**config.mk**
```make
export PLATFORM = sky130hd
export DESIGN_NAME = icache_direct_flat
export DESIGN_NICKNAME = d
export VERILOG_FILES = /design/src/rtl/icache_direct_if.sv /design/src/rtl/icache_direct.sv /design/src/flat_wrapper.sv
export SDC_FILE = /design/constraint.sdc
export NUM_CORES = 2
export LEC_CHECK = 0
export ABC_AREA = 1
export BUFFER_PORTS_ARGS = -buffer_cell sky130_fd_sc_hd__buf_2
export CORE_MARGIN = 5
export CORE_UTILIZATION = 34
export CTS_BUF_LIST = sky130_fd_sc_hd__clkbuf_8
export DETAILED_ROUTE_END_ITERATION = 6
export PLACE_DENSITY_LB_ADDON = 0.12
export SYNTH_ARGS = -nofsm -noshare
export SYNTH_HDL_FRONTEND = slang
export SYNTH_SLANG_ARGS = --single-unit
```
**constraint.sdc**
```tcl
create_clock -name clk_in -period 6.9 [get_ports clk_in]
set_input_delay 0.69 -clock clk_in [delete_from_list [all_inputs] [get_ports clk_in]]
set_output_delay 0.69 -clock clk_in [all_outputs]
set_load 0.02 [all_outputs]
```
**src/rtl/icache_direct_if.sv**
```systemverilog
// Handshake bundle between the fetcher, the instruction cache and the
// memory controller's fetch port. "slave" is the cache side.
interface icache_direct_if;
  logic        fetch_valid;
  logic [31:0] fetch_addr;
  logic        fetch_ready;
  logic [31:0] fetch_inst;
  logic        mem_req;
  logic [31:0] mem_addr;
  logic        mem_ready;
  logic [31:0] mem_inst;

  modport slave (
    input  fetch_valid, fetch_addr, mem_ready, mem_inst,
    output fetch_ready, fetch_inst, mem_req, mem_addr
  );

  modport master (
    output fetch_valid, fetch_addr, mem_ready, mem_inst,
    input  fetch_ready, fetch_inst, mem_req, mem_addr
  );
endinterface

```
**src/rtl/icache_direct.sv**
```systemverilog
// Direct-mapped, one-word-per-line instruction cache (read-only toward memory).
// Define ICACHE_STAT_EN to build the hit_cnt/miss_cnt statistics counters.
module icache_direct #(
  parameter int INDEX_BITS = 6
) (
  input  logic           clk_in,
  input  logic           rst_in,
  input  logic           rdy_in,
  input  logic           clear,
  icache_direct_if.slave bus
`ifdef ICACHE_STAT_EN
  ,
  output logic [31:0]    hit_cnt,
  output logic [31:0]    miss_cnt
`endif
);

  localparam int LINES = 1 << INDEX_BITS;
  localparam int TAG_W = 16 - INDEX_BITS;

  localparam logic [1:0] S_IDLE = 2'd0;
  localparam logic [1:0] S_MISS = 2'd1;
  localparam logic [1:0] S_RESP = 2'd2;

  logic [1:0]            state_q, state_d;
  logic                  fetch_ready_q, fetch_ready_d;
  logic [31:0]           fetch_inst_q, fetch_inst_d;
  logic                  mem_req_q, mem_req_d;
  logic [31:0]           mem_addr_q, mem_addr_d;
  logic [LINES-1:0]      valid_q, valid_d;

  logic [TAG_W-1:0]      tag_q  [LINES];
  logic [31:0]           data_q [LINES];

  logic [INDEX_BITS-1:0] req_idx, fill_idx;
  logic [TAG_W-1:0]      req_tag, fill_tag;
  logic                  req_hit;
  logic                  fill_we;
  logic                  hit_evt, miss_evt;
  logic                  unused_addr_bits;

  assign req_idx  = bus.fetch_addr[INDEX_BITS+1:2];
  assign req_tag  = bus.fetch_addr[17:INDEX_BITS+2];
  // The fill always targets the line of the outstanding miss address.
  assign fill_idx = mem_addr_q[INDEX_BITS+1:2];
  assign fill_tag = mem_addr_q[17:INDEX_BITS+2];
  assign req_hit  = valid_q[req_idx] && (tag_q[req_idx] == req_tag);

  assign unused_addr_bits = ^{bus.fetch_addr[31:18], bus.fetch_addr[1:0]};

  always_comb begin
    state_d       = state_q;
    fetch_ready_d = fetch_ready_q;
    fetch_inst_d  = fetch_inst_q;
    mem_req_d     = mem_req_q;
    mem_addr_d    = mem_addr_q;
    valid_d       = valid_q;
    fill_we       = 1'b0;
    hit_evt       = 1'b0;
    miss_evt      = 1'b0;

    if (rdy_in) begin
      if (clear) begin
        // Abandon any outstanding fetch; a coincident mem_ready is dropped.
        state_d       = S_IDLE;
        mem_req_d     = 1'b0;
        fetch_ready_d = 1'b0;
      end else begin
        case (state_q)
          S_IDLE: begin
            fetch_ready_d = 1'b0;
            if (bus.fetch_valid) begin
              if (req_hit) begin
                fetch_inst_d  = data_q[req_idx];
                fetch_ready_d = 1'b1;
                state_d       = S_RESP;
                hit_evt       = 1'b1;
              end else begin
                mem_addr_d = {14'b0, bus.fetch_addr[17:2], 2'b00};
                mem_req_d  = 1'b1;
                state_d    = S_MISS;
                miss_evt   = 1'b1;
              end
            end
          end
          S_MISS: begin
            if (bus.mem_ready) begin
              fill_we           = 1'b1;
              valid_d[fill_idx] = 1'b1;
              fetch_inst_d      = bus.mem_inst;
              fetch_ready_d     = 1'b1;
              mem_req_d         = 1'b0;
              state_d           = S_RESP;
            end
          end
          S_RESP: begin
            fetch_ready_d = 1'b0;
            state_d       = S_IDLE;
          end
          default: begin
            fetch_ready_d = 1'b0;
            mem_req_d     = 1'b0;
            state_d       = S_IDLE;
          end
        endcase
      end
    end
  end

  always_ff @(posedge clk_in or negedge rst_in) begin
    if (!rst_in) begin
      state_q       <= S_IDLE;
      fetch_ready_q <= 1'b0;
      fetch_inst_q  <= '0;
      mem_req_q     <= 1'b0;
      mem_addr_q    <= '0;
      valid_q       <= '0;
    end else begin
      state_q       <= state_d;
      fetch_ready_q <= fetch_ready_d;
      fetch_inst_q  <= fetch_inst_d;
      mem_req_q     <= mem_req_d;
      mem_addr_q    <= mem_addr_d;
      valid_q       <= valid_d;
    end
  end

  // Tag and data arrays carry no reset; the valid bits guard them.
  always_ff @(posedge clk_in) begin
    if (fill_we) begin
      tag_q[fill_idx]  <= fill_tag;
      data_q[fill_idx] <= bus.mem_inst;
    end
  end

  assign bus.fetch_ready = fetch_ready_q;
  assign bus.fetch_inst  = fetch_inst_q;
  assign bus.mem_req     = mem_req_q;
  assign bus.mem_addr    = mem_addr_q;

`ifdef ICACHE_STAT_EN
  logic [31:0] hit_cnt_q, hit_cnt_d;
  logic [31:0] miss_cnt_q, miss_cnt_d;

  // Events are only raised while rdy_in is high, so stalls freeze counting.
  always_comb begin
    hit_cnt_d  = hit_cnt_q + {31'b0, hit_evt};
    miss_cnt_d = miss_cnt_q + {31'b0, miss_evt};
  end

  always_ff @(posedge clk_in or negedge rst_in) begin
    if (!rst_in) begin
      hit_cnt_q  <= '0;
      miss_cnt_q <= '0;
    end else begin
      hit_cnt_q  <= hit_cnt_d;
      miss_cnt_q <= miss_cnt_d;
    end
  end

  assign hit_cnt  = hit_cnt_q;
  assign miss_cnt = miss_cnt_q;
`endif

endmodule

```
**src/flat_wrapper.sv**
```systemverilog
// flat-port wrapper written by rule: the top's interface ports become plain ports
module icache_direct_flat 
#(
  parameter int INDEX_BITS = 6
)
  (clk_in, rst_in, rdy_in, clear, bus_fetch_valid, bus_fetch_addr, bus_mem_ready, bus_mem_inst, bus_fetch_ready, bus_fetch_inst, bus_mem_req, bus_mem_addr);
  icache_direct_if bus_i ();
  input  logic clk_in;
  input  logic rst_in;
  input  logic rdy_in;
  input  logic clear;
  input wire logic [$bits(bus_i.fetch_valid)-1:0] bus_fetch_valid;
  input wire logic [$bits(bus_i.fetch_addr)-1:0] bus_fetch_addr;
  input wire logic [$bits(bus_i.mem_ready)-1:0] bus_mem_ready;
  input wire logic [$bits(bus_i.mem_inst)-1:0] bus_mem_inst;
  output wire logic [$bits(bus_i.fetch_ready)-1:0] bus_fetch_ready;
  output wire logic [$bits(bus_i.fetch_inst)-1:0] bus_fetch_inst;
  output wire logic [$bits(bus_i.mem_req)-1:0] bus_mem_req;
  output wire logic [$bits(bus_i.mem_addr)-1:0] bus_mem_addr;
  assign bus_i.fetch_valid = bus_fetch_valid;
  assign bus_i.fetch_addr = bus_fetch_addr;
  assign bus_i.mem_ready = bus_mem_ready;
  assign bus_i.mem_inst = bus_mem_inst;
  assign bus_fetch_ready = bus_i.fetch_ready;
  assign bus_fetch_inst = bus_i.fetch_inst;
  assign bus_mem_req = bus_i.mem_req;
  assign bus_mem_addr = bus_i.mem_addr;
  icache_direct #(.INDEX_BITS(INDEX_BITS)) u_core (.clk_in(clk_in), .rst_in(rst_in), .rdy_in(rdy_in), .clear(clear), .bus(bus_i));
endmodule
```
==> impl_metrics.ini <==
[run_status]
status = finished, final reports clean

[logic_synthesis]
synth-seq-area-share_pct = 75.55
synth_seq_cells = 2804
synth-edff-count = 2688
avgSynthCellArea_um2 = 12.91
synth-async-reset-ratio_pct = 4.137
netlist_area_um2 = 110700
synth_cell_types = 35
ys.flop_type = edfxtp_1
netlist_instances = 8574
ys_warn_count = 0

[timing]
max_slew_margin_pct = 7.228
min_period_ns = 4.878
rsz0062_at_grt = false
worst_slew_pin_slew_ns = 1.388
fin_crit_sh_pct = 70.70
finalHoldViolations = 0
timing.setup.tns_ns = 0
setup_ws_ns = 2.022
finalSetupViolCount = 0
skew_ns = 0.07137
slew_viol_final = 0
fmax_ghz = 0.2050

[layout]
fin_area_um2 = 125300
area_growth_pct = 13.22
drive_gt1_share_pct = 11.56
mostFrequentLayoutCells = edfxtp_1 (2,688), nor2_1 (1,269), o21ai_0 (1,211), nand2_1 (956), nand3_1 (831)
nNetsFinal = 8861
final_common_cell = edfxtp_1

[critical_path]
path_delay_family = simple AND/OR/NAND/NOR gates
crit_chain = inv_1 > nor2_4 > buf_4 > inv_2 > nor2_1 > nand4_1 > nor2_4 > buf_4
cp_max_fo = 21
critPathLaunchType = flop
critPathSlowestCell = nor2_4
crit_arrival_ns = 5.57
worstPathRequired_ns = 7.59
cp_num_buf_inv = 4
slowest_delay_ns = 1.40
cp-end-kind = flop
crit_type = flop to flop

[global_routing]
antenna_found_initial = 29
grt_first_pass_wirelength_mm = 542.1
grt_max_degree = 254
grt_pass1_vias = 71269
track_usage_pct = 22.11
gr-total-overflow = 0

[pwr]
internal_power_mw = 26.59
combPwrFrac_pct = 7.9
p_per_area_nw_per_um2 = 287.4
irDropWorstVdd_mv = 0.1472
p_sw_mw = 9.423
p_leak_nw = 41.66
total_power_mw = 36.02
switching_share_pct = 26.16
pwr-share-clk_pct = 37.9
seqPwrFrac_pct = 54.2

[placed_design]
place_ws_ns = 1.900
hpwl_mm = 196.0
place.gp.congestion = 0.7698
io_buffers = 103
place_area_um2 = 116700

[floorplan]
io_pins = 136
rows = 209
coreArea_um2 = 324300
die_w_um = 580.6
die_h_um = 580.6
dieArea_um2 = 337100
initial_utilization_pct = 34.13

[drt]
first_iter_violations = 7041
vias = 73280
wl_per_cell_um = 28.65
totalWireLength_mm = 386.6
drt_first_pass_iters = 5
vias_per_cell = 5.431
drtAntennaViolNets = 0
drc_errors = 0

[min_path]
min_path_type = input port to flop

[cts]
clock_path_buffers = 4
insertion_delay_ns = 1.12
cts-resized-gates = 0
tritoncts = built
cts_buffers = 474
cts_hold_buf = 18
post_cts_buffers = 0
htreeDepth = 5
path_clk_slew_ns = 0.06
cts_root_buf = clkbuf_8
cts.sinks = 2804

[flow_run]
cap_violations = 0
## metal layers
layer / up-vias / GRT usage (%) / share of wire (%)
li1: 32210 / - / -
met1: 37811 / 30.60 / 44
met2: 2644 / 36.18 / 47
met3: 611 / 3.224 / 6.2
met4: 4 / 6.763 / 3.0
met5: - / 0 / 0.0088
## path summary, 6_finish.rpt
| check | from | to | slack, ns | depth (start not counted) |
|---|---|---|---|---|
| max in group asynchronous | rst_in | u_core.bus.fetch_inst[18] | 5.25 | 3 |
| min in group asynchronous | rst_in | u_core.bus.fetch_inst[4] | 0.19 | 2 |
| max reg2reg | u_core.state_q[0] | u_core.data_q[60][24] | 2.02 | 8 |
| max | u_core.state_q[0] | u_core.data_q[60][24] | 2.02 | 8 |
| min reg2reg | u_core.bus.mem_req | u_core.bus.mem_req | 0.46 | 2 |
| min | clear | u_core.state_q[1] | 0.18 | 4 |
## stage by stage
step | instances | hold slack [ns] | util [%]
floorplan | 8589 | 0.3944 | -
global placement | 12622 | 0.4512 | 35.98
detailed placement | 12622 | 0.4526 | 35.98
CTS | 13488 | 0.03194 | 38.64
global route | 13491 | 0.1475 | 38.64
finish | 13493 | 0.1757 | 38.65
## cells by family (layout without fill, tap and decap cells)
logic type / Yosys count / in the layout / share of synthesized area [%]
buffers and inverters: 659 / 1233 / 2.705
AND/OR/NAND/NOR: 3201 / 3201 / 11.99
other: 1 / 21 / 0.003388
flip-flops: 2804 / 2804 / 75.55
AO/OA/AOI/OAI: 1909 / 1909 / 9.755
## synth_stat cells, drive strengths merged, types with 2 or more instances
master     n  area, um^2
o311ai     5       43.79
o21ai   1237        6191
a31oi     21       131.4
inv       24       95.10
a21oi      8       40.04
o211ai    51       382.9
o22ai    452        2828
dfrtp    116        2903
nand3    832        4169
o32ai     12       105.1
clkinv     2       7.510
nand4      4       25.02
buf      305        1660
nand2    959        3612
clkbuf   328        1231
o221ai   120        1051
or2       69       431.7
edfxtp  2688       80720
nor2    1334        5007
nand3b     3       22.52
## registers in the layout, indices dropped and copies added, names as in the netlist
signal and cells:
u_core.bus.fetch_inst 32, u_core.valid_q 64, u_core.data_q 2048, u_core.tag_q 640, u_core.state_q 2, u_core.bus.mem_req 1, u_core.bus.fetch_ready 1, u_core.bus.mem_addr 16
## cell type report
type                    instances  area [um^2]
clock inverters               364         1793
diodes                          5        12.51
multi-input cells            5126        24620
inverters                      26        152.6
fillers                     30934       198900
repair buffers                359         3025
well taps                    4325         5411
flip-flops and latches       2804        83630
clock buffers                 484         6661
## worst min-delay path, cell delays in order
cell and delay [ns]:
buf_2 0.13, nor2_1 0.13, a221oi_1 0.14, o21ai_0 0.14
## power by group through the flow
stage | Clock [mW] | Combinational (mW) | Sequential [mW]
6_report | 13.6 | 2.85 | 19.5
3_5_place_dp | 0 | 2.86 | 19.9
3_3_place_gp | 0 | 2.84 | 19.9
5_1_grt | 14.8 | 3.10 | 19.5
4_1_cts | 14.0 | 2.87 | 19.5
2_1_floorplan | 0 | 1.29 | 20.0
(Power assumes the default switching activity.)
